File: src/rtl/imem_loader_pkg.sv
// Shared types and constants for the serial-loaded instruction memory.
// Holds the loader FSM encoding, the fetch-side NOP and default geometry.
package imem_loader_pkg;

  typedef enum logic [1:0] {
    StIdle  = 2'd0,
    StShift = 2'd1,
    StDone  = 2'd2
  } state_e;

  // addi x0, x0, 0
  localparam logic [31:0] NopInstr = 32'h0000_0013;

  localparam int unsigned DefDepth = 64;
  localparam int unsigned DefAw    = 6;

endpackage

File: src/rtl/imem_word_deserializer.sv
// Serial-to-parallel word assembler, MSB first. Pulses word_valid on the cycle
// that carries the last bit of a word, with the complete word presented alongside.
module imem_word_deserializer
  import imem_loader_pkg::*;
#(
  parameter int unsigned n = 32
) (
  input  logic         clk,
  input  logic         rst,
  input  logic         clear,
  input  logic         ser_valid,
  input  logic         ser_in,
  output logic         word_valid,
  output logic [n-1:0] word
);

  localparam int unsigned CW = $clog2(n);

  // Only n-1 bits need storing: the n-th bit goes straight to the output.
  logic [n-2:0]  shift_q, shift_d;
  logic [CW-1:0] cnt_q, cnt_d;
  logic          last_bit;

  assign last_bit   = (cnt_q == CW'(n - 1));
  assign word_valid = ser_valid && !clear && last_bit;
  assign word       = {shift_q, ser_in};

  always_comb begin
    shift_d = shift_q;
    cnt_d   = cnt_q;
    if (clear) begin
      shift_d = '0;
      cnt_d   = '0;
    end else if (ser_valid) begin
      shift_d = {shift_q[n-3:0], ser_in};
      cnt_d   = last_bit ? '0 : cnt_q + 1'b1;
    end
  end

  always_ff @(posedge clk or negedge rst) begin
    if (!rst) begin
      shift_q <= '0;
      cnt_q   <= '0;
    end else begin
      shift_q <= shift_d;
      cnt_q   <= cnt_d;
    end
  end

endmodule

File: src/rtl/imem_shift_loader.sv
// Instruction memory filled from a serial bit stream before the core runs.
// Fetches return NOP until the whole image is resident, and for out-of-range PCs.
module imem_shift_loader
  import imem_loader_pkg::*;
#(
  parameter int unsigned n     = 32,
  parameter int unsigned DEPTH = DefDepth,
  parameter int unsigned AW    = DefAw
) (
  input  logic         clk,
  input  logic         rst,
  input  logic         load_start,
  input  logic         ser_valid,
  input  logic         ser_in,
  input  logic [n-1:0] pc_to_imem,
  output logic [n-1:0] imem_out,
  output logic         shift_done,
  output logic         load_busy,
  output logic [AW:0]  words_loaded
);

  state_e        state_q, state_d;
  logic [AW-1:0] wptr_q, wptr_d;
  logic [AW:0]   words_q, words_d;
  logic          done_q, done_d;
  logic          busy_q, busy_d;

  logic [n-1:0]  mem_q [DEPTH];

  logic          shift_en;
  logic          word_valid;
  logic [n-1:0]  word;
  logic          unused_pc_lsb;

  // load_start wins over a valid bit in the same cycle; that bit is dropped.
  assign shift_en = (state_q == StShift) && ser_valid && !load_start;

  imem_word_deserializer #(
    .n(n)
  ) u_deser (
    .clk       (clk),
    .rst       (rst),
    .clear     (load_start),
    .ser_valid (shift_en),
    .ser_in    (ser_in),
    .word_valid(word_valid),
    .word      (word)
  );

  always_comb begin
    state_d = state_q;
    wptr_d  = wptr_q;
    words_d = words_q;
    done_d  = done_q;
    busy_d  = busy_q;
    if (load_start) begin
      state_d = StShift;
      wptr_d  = '0;
      words_d = '0;
      done_d  = 1'b0;
      busy_d  = 1'b1;
    end else if (word_valid) begin
      wptr_d = wptr_q + 1'b1;
      if (words_q != (AW + 1)'(DEPTH)) begin
        words_d = words_q + 1'b1;
      end
      if (wptr_q == AW'(DEPTH - 1)) begin
        state_d = StDone;
        done_d  = 1'b1;
        busy_d  = 1'b0;
      end
    end
  end

  always_ff @(posedge clk or negedge rst) begin
    if (!rst) begin
      state_q <= StIdle;
      wptr_q  <= '0;
      words_q <= '0;
      done_q  <= 1'b0;
      busy_q  <= 1'b0;
    end else begin
      state_q <= state_d;
      wptr_q  <= wptr_d;
      words_q <= words_d;
      done_q  <= done_d;
      busy_q  <= busy_d;
    end
  end

  // Array contents deliberately survive reset.
  always_ff @(posedge clk) begin
    if (word_valid) begin
      mem_q[wptr_q] <= word;
    end
  end

  always_comb begin
    imem_out = n'(NopInstr);
    if (done_q && (pc_to_imem[n-1:AW+2] == '0)) begin
      imem_out = mem_q[pc_to_imem[AW+1:2]];
    end
  end

  assign unused_pc_lsb = ^pc_to_imem[1:0];

  assign shift_done   = done_q;
  assign load_busy    = busy_q;
  assign words_loaded = words_q;

endmodule

File: config.mk
export PLATFORM = sky130hd
export DESIGN_NAME = imem_shift_loader
export DESIGN_NICKNAME = d
export VERILOG_FILES = /design/src/rtl/imem_loader_pkg.sv /design/src/rtl/imem_word_deserializer.sv /design/src/rtl/imem_shift_loader.sv
export SDC_FILE = /design/constraint.sdc
export NUM_CORES = 2
export LEC_CHECK = 0
export BUFFER_PORTS_ARGS = -buffer_cell sky130_fd_sc_hd__clkbuf_2
export CORE_MARGIN = 2
export CORE_UTILIZATION = 54
export DETAILED_ROUTE_END_ITERATION = 8
export PLACE_DENSITY = 0.7
export SLEW_MARGIN = 20
export SYNTH_ARGS = -nofsm -noshare
export SYNTH_HDL_FRONTEND = slang
export SYNTH_SLANG_ARGS = --single-unit
File: constraint.sdc
create_clock -name clk -period 6.6 [get_ports clk]
set_input_delay 1.98 -clock clk [delete_from_list [all_inputs] [get_ports clk]]
set_output_delay 1.98 -clock clk [all_outputs]
set_load 0.02 [all_outputs]
# Yosys cells after proc, flatten, opt, wreduce, memory -nomap -nowiden
# Memory sizes are Yosys's and may differ from the RTL's.
# Cells that the tools add are included.
# totals
ramBits	2048
mem_bits_ro	0
mem_count	1
elab_cells	50
reg_bits	53
latch_bits	0
# mem_list
memory	words	width	rd	rd_ports_with_merged_regs	write_ports	line_no	rtl
mem_q	64	32	1	0	1	imem_shift_loader.sv:28	logic [n-1:0] mem_q [DEPTH];
# classes
n_reduce_logical	13
div	0
bitwise_logic	0
n_lt_le_gt_ge	0
mul	0
eq_ne	4
n_mux	22
shifts	0
n_addsub	3
# ops
op	count
31-bit two-way mux	2
32-bit two-way mux	1
24-bit logical NOT	1
7-bit two-way mux	3
5-bit two-way mux	3
6-bit two-way mux	2
1-bit two-way mux	8
2-bit nonzero test	4
7-bit by 1-bit adder with 7-bit output, second input constant	1
7-bit != test, second input constant	1
6-bit by 1-bit adder with 6-bit output, second input constant	1
6-bit == test, second input constant	1
2-bit two-way mux	3
5-bit by 1-bit adder with 5-bit output, second input constant	1
5-bit == test, second input constant	1
1-bit logical AND	5
2-bit AND reduction	2
2-bit by 1-bit == test with 1-bit output, second input constant	1
1-bit logical NOT	1

# Longest topological paths before layout
# logic_depth
word_depth	7
mapped_depth	12
mapped_depth_nobuf	9

# By module
# Synthesis repeated with hierarchy kept, for this count alone.
# hier_totals
hier_cells	3711
hier_area_um2	81310.5
# by_module_without_submodules
mod	n_inst	area_per_inst_um2	cells_each
imem_shift_loader	1	79776.5	3582
imem_word_deserializer	1	1534.0	129

# Least setup slack after synthesis
# OpenSTA, ideal clock, no wires.
# synth_timing
kind	input -> output
start	input port pc_to_imem[2]
end	output port imem_out[13]
path_slack_ns	0.636
cell_stages	11
arrival_ns	3.984
n_path_buf	5
cell_sequence	buf_6 > buf_12 > buf_6 > buf_6 > buf_6 > nor2b_1 > a22oi_1 > o21ai_1 > nor3_1 > nor4_1 > nor4_1
# synth_via
elab_chain_len	2
# synth_lines
item	line_no	rtl
start, declared	imem_shift_loader.sv:15	input logic [n-1:0] pc_to_imem,
memory 64 x 32 bit	-	
32-bit two-way mux	imem_shift_loader.sv:100	if (done_q && (pc_to_imem[n-1:AW+2] == '0)) begin
end, declared	imem_shift_loader.sv:16	output logic [n-1:0] imem_out,
# No other way between the ends.

# Worst setup path in the final report
# layout_timing
start	input port pc_to_imem[2]
end	output port imem_out[27]
# Same word-level chain as after synthesis.

==> results.txt <==
----------------------------------------------------
[Yosys]
  Most frequently used flop master after synthesis ... sky130_fd_sc_hd__edfxtp_1
  Avg Cell Area, Syn ... 22.4 µm²
  Area fraction in compound gates after synthesis ... 0.0213
  Mux share of post-synthesis cell area ... 0.167
  Mapped cell area ... 81,100 µm²
  Simple logic cell fraction of the synthesized area ... 0.0198
  Main area contributors after synthesis ... sky130_fd_sc_hd__edfxtp_1 (76%), sky130_fd_sc_hd__mux4_2 (15%), sky130_fd_sc_hd__mux2i_1 (1.6%)
  Post-synth top cells ... sky130_fd_sc_hd__edfxtp_1 (2,048), sky130_fd_sc_hd__mux4_2 (527), sky130_fd_sc_hd__mux2i_1 (133)
  Cell taking the most area after synthesis ... sky130_fd_sc_hd__edfxtp_1
  Combinational family with the most area after synthesis ... multiplexers
  Yosys synthesis warning count ... 0
  Sequential-to-total area share from yosys stat ... 0.774
  Synth Area in XOR/XNOR ... 0.000972
  Leading cell type by number of instances after synthesis ... sky130_fd_sc_hd__edfxtp_1
  Register bit count reported by yosys ... 2,099
  Net count after synthesis ... 3,667
  Synth cell types ... 63
  Post-synth EDFFs ... 2,048
  Post-Synth Adder-Cell Area ... 0.000771
  Ys async rst share ... 0.0243
  Synth Instances ... 3,625
  Top-area cell type share of the netlist area ... 0.758

[Route]
  Number of iterations in the first detailed-routing pass ... 5
  Post-route DRC ... 0
  Routed len/inst ... 33.4 µm
  Ratio of routed vias to standard cells ... 6.50
  Number of nets still failing antenna checks after routing ... 0
  Starting DRC count in detailed routing ... 5,843
  Final Routed Wirelength ... 207 mm
  Routed via count ... 40,295

[Floorplanning]
  Die outline area ... 153,000 µm²
  Horizontal die dimension ... 392 µm
  IO Count ... 78
  Die height ... 392 µm
  Standard cell core area ... 149,000 µm²
  Initial Utilization ... 0.543
  Number of standard-cell rows in the floorplan ... 142

[Clock network]
  Clock input transition at the sequential cells of the worst setup and hold paths ... 0.06 ns
  CTS root buffer ... sky130_fd_sc_hd__clkbuf_16
  Buffers from clock root to sink, at most ... 3
  Num CTS Buffers ... 203
  Clk sink count ... 2,099
  TritonCTS clock tree ... yes
  Worst-Skew Late Latency ... 0.85 ns
  Max H-tree Level ... 4
  Count of hold-fix buffers inserted at cts ... 0

[Power]
  Total power ... 26.4 mW
  Total power divided by cell area ... 284 nW/µm²
  Lkg Pwr ... 30.2 nW
  Peak supply drop ... 0.340 mV

[Global routing]
  Total global routing overflow ... 0
  Global-route total usage across every layer ... 0.274
  Wire length of the first global-routing pass ... 292 mm
  Largest net degree at the start of global routing ... 67
  Number of global-route vias before repair ... 39,940
  Initial antenna violation count ... 6

[Layout]
  Area growth from synthesis to final layout ... 14.6%
  Fillers ... 9,976
  Fraction of layout cells with a size suffix above 1 ... 0.318
  Final nets ... 4,059

[Timing]
  Final setup viols ... 1
  Final hold vios ... 0
  Max-slew headroom ... 0.240
  Slew of the pin with the lowest slew margin ... 1.14 ns
  Final setup margin ... -0.0108 ns
  Skew final ... 0.0390 ns
  Final Cycle Share ... 1.00
  Min Tclk post-route ... 6.61 ns
  Setup TNS after final layout ... -0.0108 ns
  Highest clock frequency the design can meet ... 151 MHz
  Slew Viols, Final ... 0

[Status]
  Violations in the final reports ... negative setup slack
  Outcome ... finished with violations

[Worst setup path]
  Slowest stage cell, crit path ... sky130_fd_sc_hd__mux4_2
  CP top delay family ... buffers and inverters
  Required time worst endpoint ... 4.62 ns
  Critical path type ... in -> out
  Count of buffer and inverter cells on the critical path ... 6
  Kind of start point of the critical path ... primary input
  Data arrival time of the critical path ... 4.63 ns
  Cell-by-cell listing of the critical path ... buf_12 > buf_12 > buf_4 > mux4_2 > mux2i_1 > o221ai_1 > a21oi_1 > buf_4 > nor4_1 > buf_4 > clkbuf_2
  Longest individual stage delay on the worst path ... 0.49 ns
  CP Capture Type ... primary output
  Highest fanout seen on the critical path ... 28
  Top cell by count, worst path ... sky130_fd_sc_hd__buf_4

[Place]
  Global placement routability congestion ... 0.829
  HPWL after detailed placement ... 118 mm
  Count of buffers inserted at the top-level ports ... 75

[Min path]
  Class of the tightest hold or removal check ... reg -> reg

[Flow run]
  Number of max-cap violations ... 0

----------------------------------------------------
cell usage in the layout (no fill, tap or decap), types with 9 or more instances in the layout:
| cell | n |
|---|---|
| sky130_fd_sc_hd__nand2_1 | 118 |
| sky130_fd_sc_hd__dfrtp_1 | 20 |
| sky130_fd_sc_hd__mux2_2 | 28 |
| sky130_fd_sc_hd__a221oi_1 | 14 |
| sky130_fd_sc_hd__nand2b_1 | 9 |
| sky130_fd_sc_hd__edfxtp_1 | 2048 |
| sky130_fd_sc_hd__a211oi_1 | 46 |
| sky130_fd_sc_hd__nand3_1 | 13 |
| sky130_fd_sc_hd__clkbuf_1 | 49 |
| sky130_fd_sc_hd__clkinv_2 | 34 |
| sky130_fd_sc_hd__buf_12 | 64 |
| sky130_fd_sc_hd__clkbuf_16 | 204 |
| sky130_fd_sc_hd__nor2_4 | 64 |
| sky130_fd_sc_hd__mux4_2 | 527 |
| sky130_fd_sc_hd__mux2i_1 | 133 |
| sky130_fd_sc_hd__buf_4 | 249 |
| sky130_fd_sc_hd__nor2_1 | 46 |
| sky130_fd_sc_hd__clkinv_1 | 38 |
| sky130_fd_sc_hd__clkbuf_2 | 70 |
| sky130_fd_sc_hd__a21oi_1 | 88 |
| sky130_fd_sc_hd__nor4_1 | 10 |
| sky130_fd_sc_hd__o21ai_0 | 22 |
| sky130_fd_sc_hd__nor2b_1 | 43 |
| sky130_fd_sc_hd__o22ai_1 | 32 |
| sky130_fd_sc_hd__dfrtp_4 | 20 |
| sky130_fd_sc_hd__dfrtp_2 | 11 |
| sky130_fd_sc_hd__nor3_1 | 16 |
| sky130_fd_sc_hd__bufinv_16 | 13 |
stage by stage:
step                      utilization  instances  worst slack (ns)  hold slack, ns  instance area [µm²]
after global routing            0.622       6193          -0.00383           0.582                92900
after global placement          0.578       5827           -0.0193           0.521                86400
after floorplan                     -       3625             0.636           0.507                81100
after CTS                       0.621       6192            0.0169           0.546                92800
after detailed placement        0.578       5827           -0.0198           0.538                86400
final                           0.622       6195           -0.0108           0.544                92900
layer usage:
layer,GRT usage,wire [µm]
met4,0.0796,5610
met3,0.0667,23700
met5,0,13
met1,0.389,78500
met2,0.428,99200
cell type report:
class,instances,area [µm²],area share
clock inverter,105,1040,0.0112
timing repair buffer,387,3570,0.0384
multi-input combinational,1321,17500,0.188
sequential,2099,62900,0.677
clock buffer,260,5390,0.0580
tap,2016,2520,0.0271
antenna,2,5.00,0.0000539
inverter,5,18.8,0.000202
flip-flops by register name (all words and copies together) (netlist names):
| name | flops |
|---|---|
| u_deser.shift_q | 31 |
| state_q | 1 |
| u_deser.cnt_q | 5 |
| words_loaded | 7 |
| wptr_q | 6 |
| mem_q | 2048 |
| shift_done | 1 |
report_power, final:
part	internal [mW]	switching [mW]
registers	14.4	0.00336
logic	0.299	0.435
clock network	6.29	4.96
total	21.0	5.39
final timing paths:
path	startpoint	end	slack, ns	depth (start not counted)
worst max-delay path	pc_to_imem[2]	imem_out[27]	-0.01	11
worst min-delay path	u_deser.cnt_q[4]$_DFFE_PN0P_	u_deser.cnt_q[4]$_DFFE_PN0P_	0.54	2
worst max register to register	u_deser.cnt_q[0]$_DFFE_PN0P_	mem_q[11][0]$_DFFE_PP_	2.47	9
worst min register to register	u_deser.cnt_q[4]$_DFFE_PN0P_	u_deser.cnt_q[4]$_DFFE_PN0P_	0.54	2
max in group asynchronous	rst	u_deser.shift_q[9]$_DFFE_PN0P_	4.64	2
min in group asynchronous	rst	u_deser.shift_q[12]$_DFFE_PN0P_	1.31	2
cell families (layout without fill, tap and decap cells):
group	count (synthesis)	count (layout)
buffers and inverters	205	757
other	0	2
XOR/XNOR	9	9
adder cells (fa/ha/maj)	5	5
multiplexers	688	688
flip-flops	2099	2099
AND/OR/NAND/NOR	352	352
AO/OA/AOI/OAI	267	267
tightest hold or removal path, cell delays in order (launching register included):
cell                      delay, ns
sky130_fd_sc_hd__dfrtp_1       0.39
sky130_fd_sc_hd__nand2_1       0.06
sky130_fd_sc_hd__a21oi_1       0.06
what timing repair did:
action / CTS / global route
buffers inserted: 0 / 0
endpoints found under the hold margin: 0 / 0
gates resized for setup: 3 / 7
endpoints found under the setup margin: 3 / 11
pin swaps: 0 / 1
(Power assumes the default switching activity.)
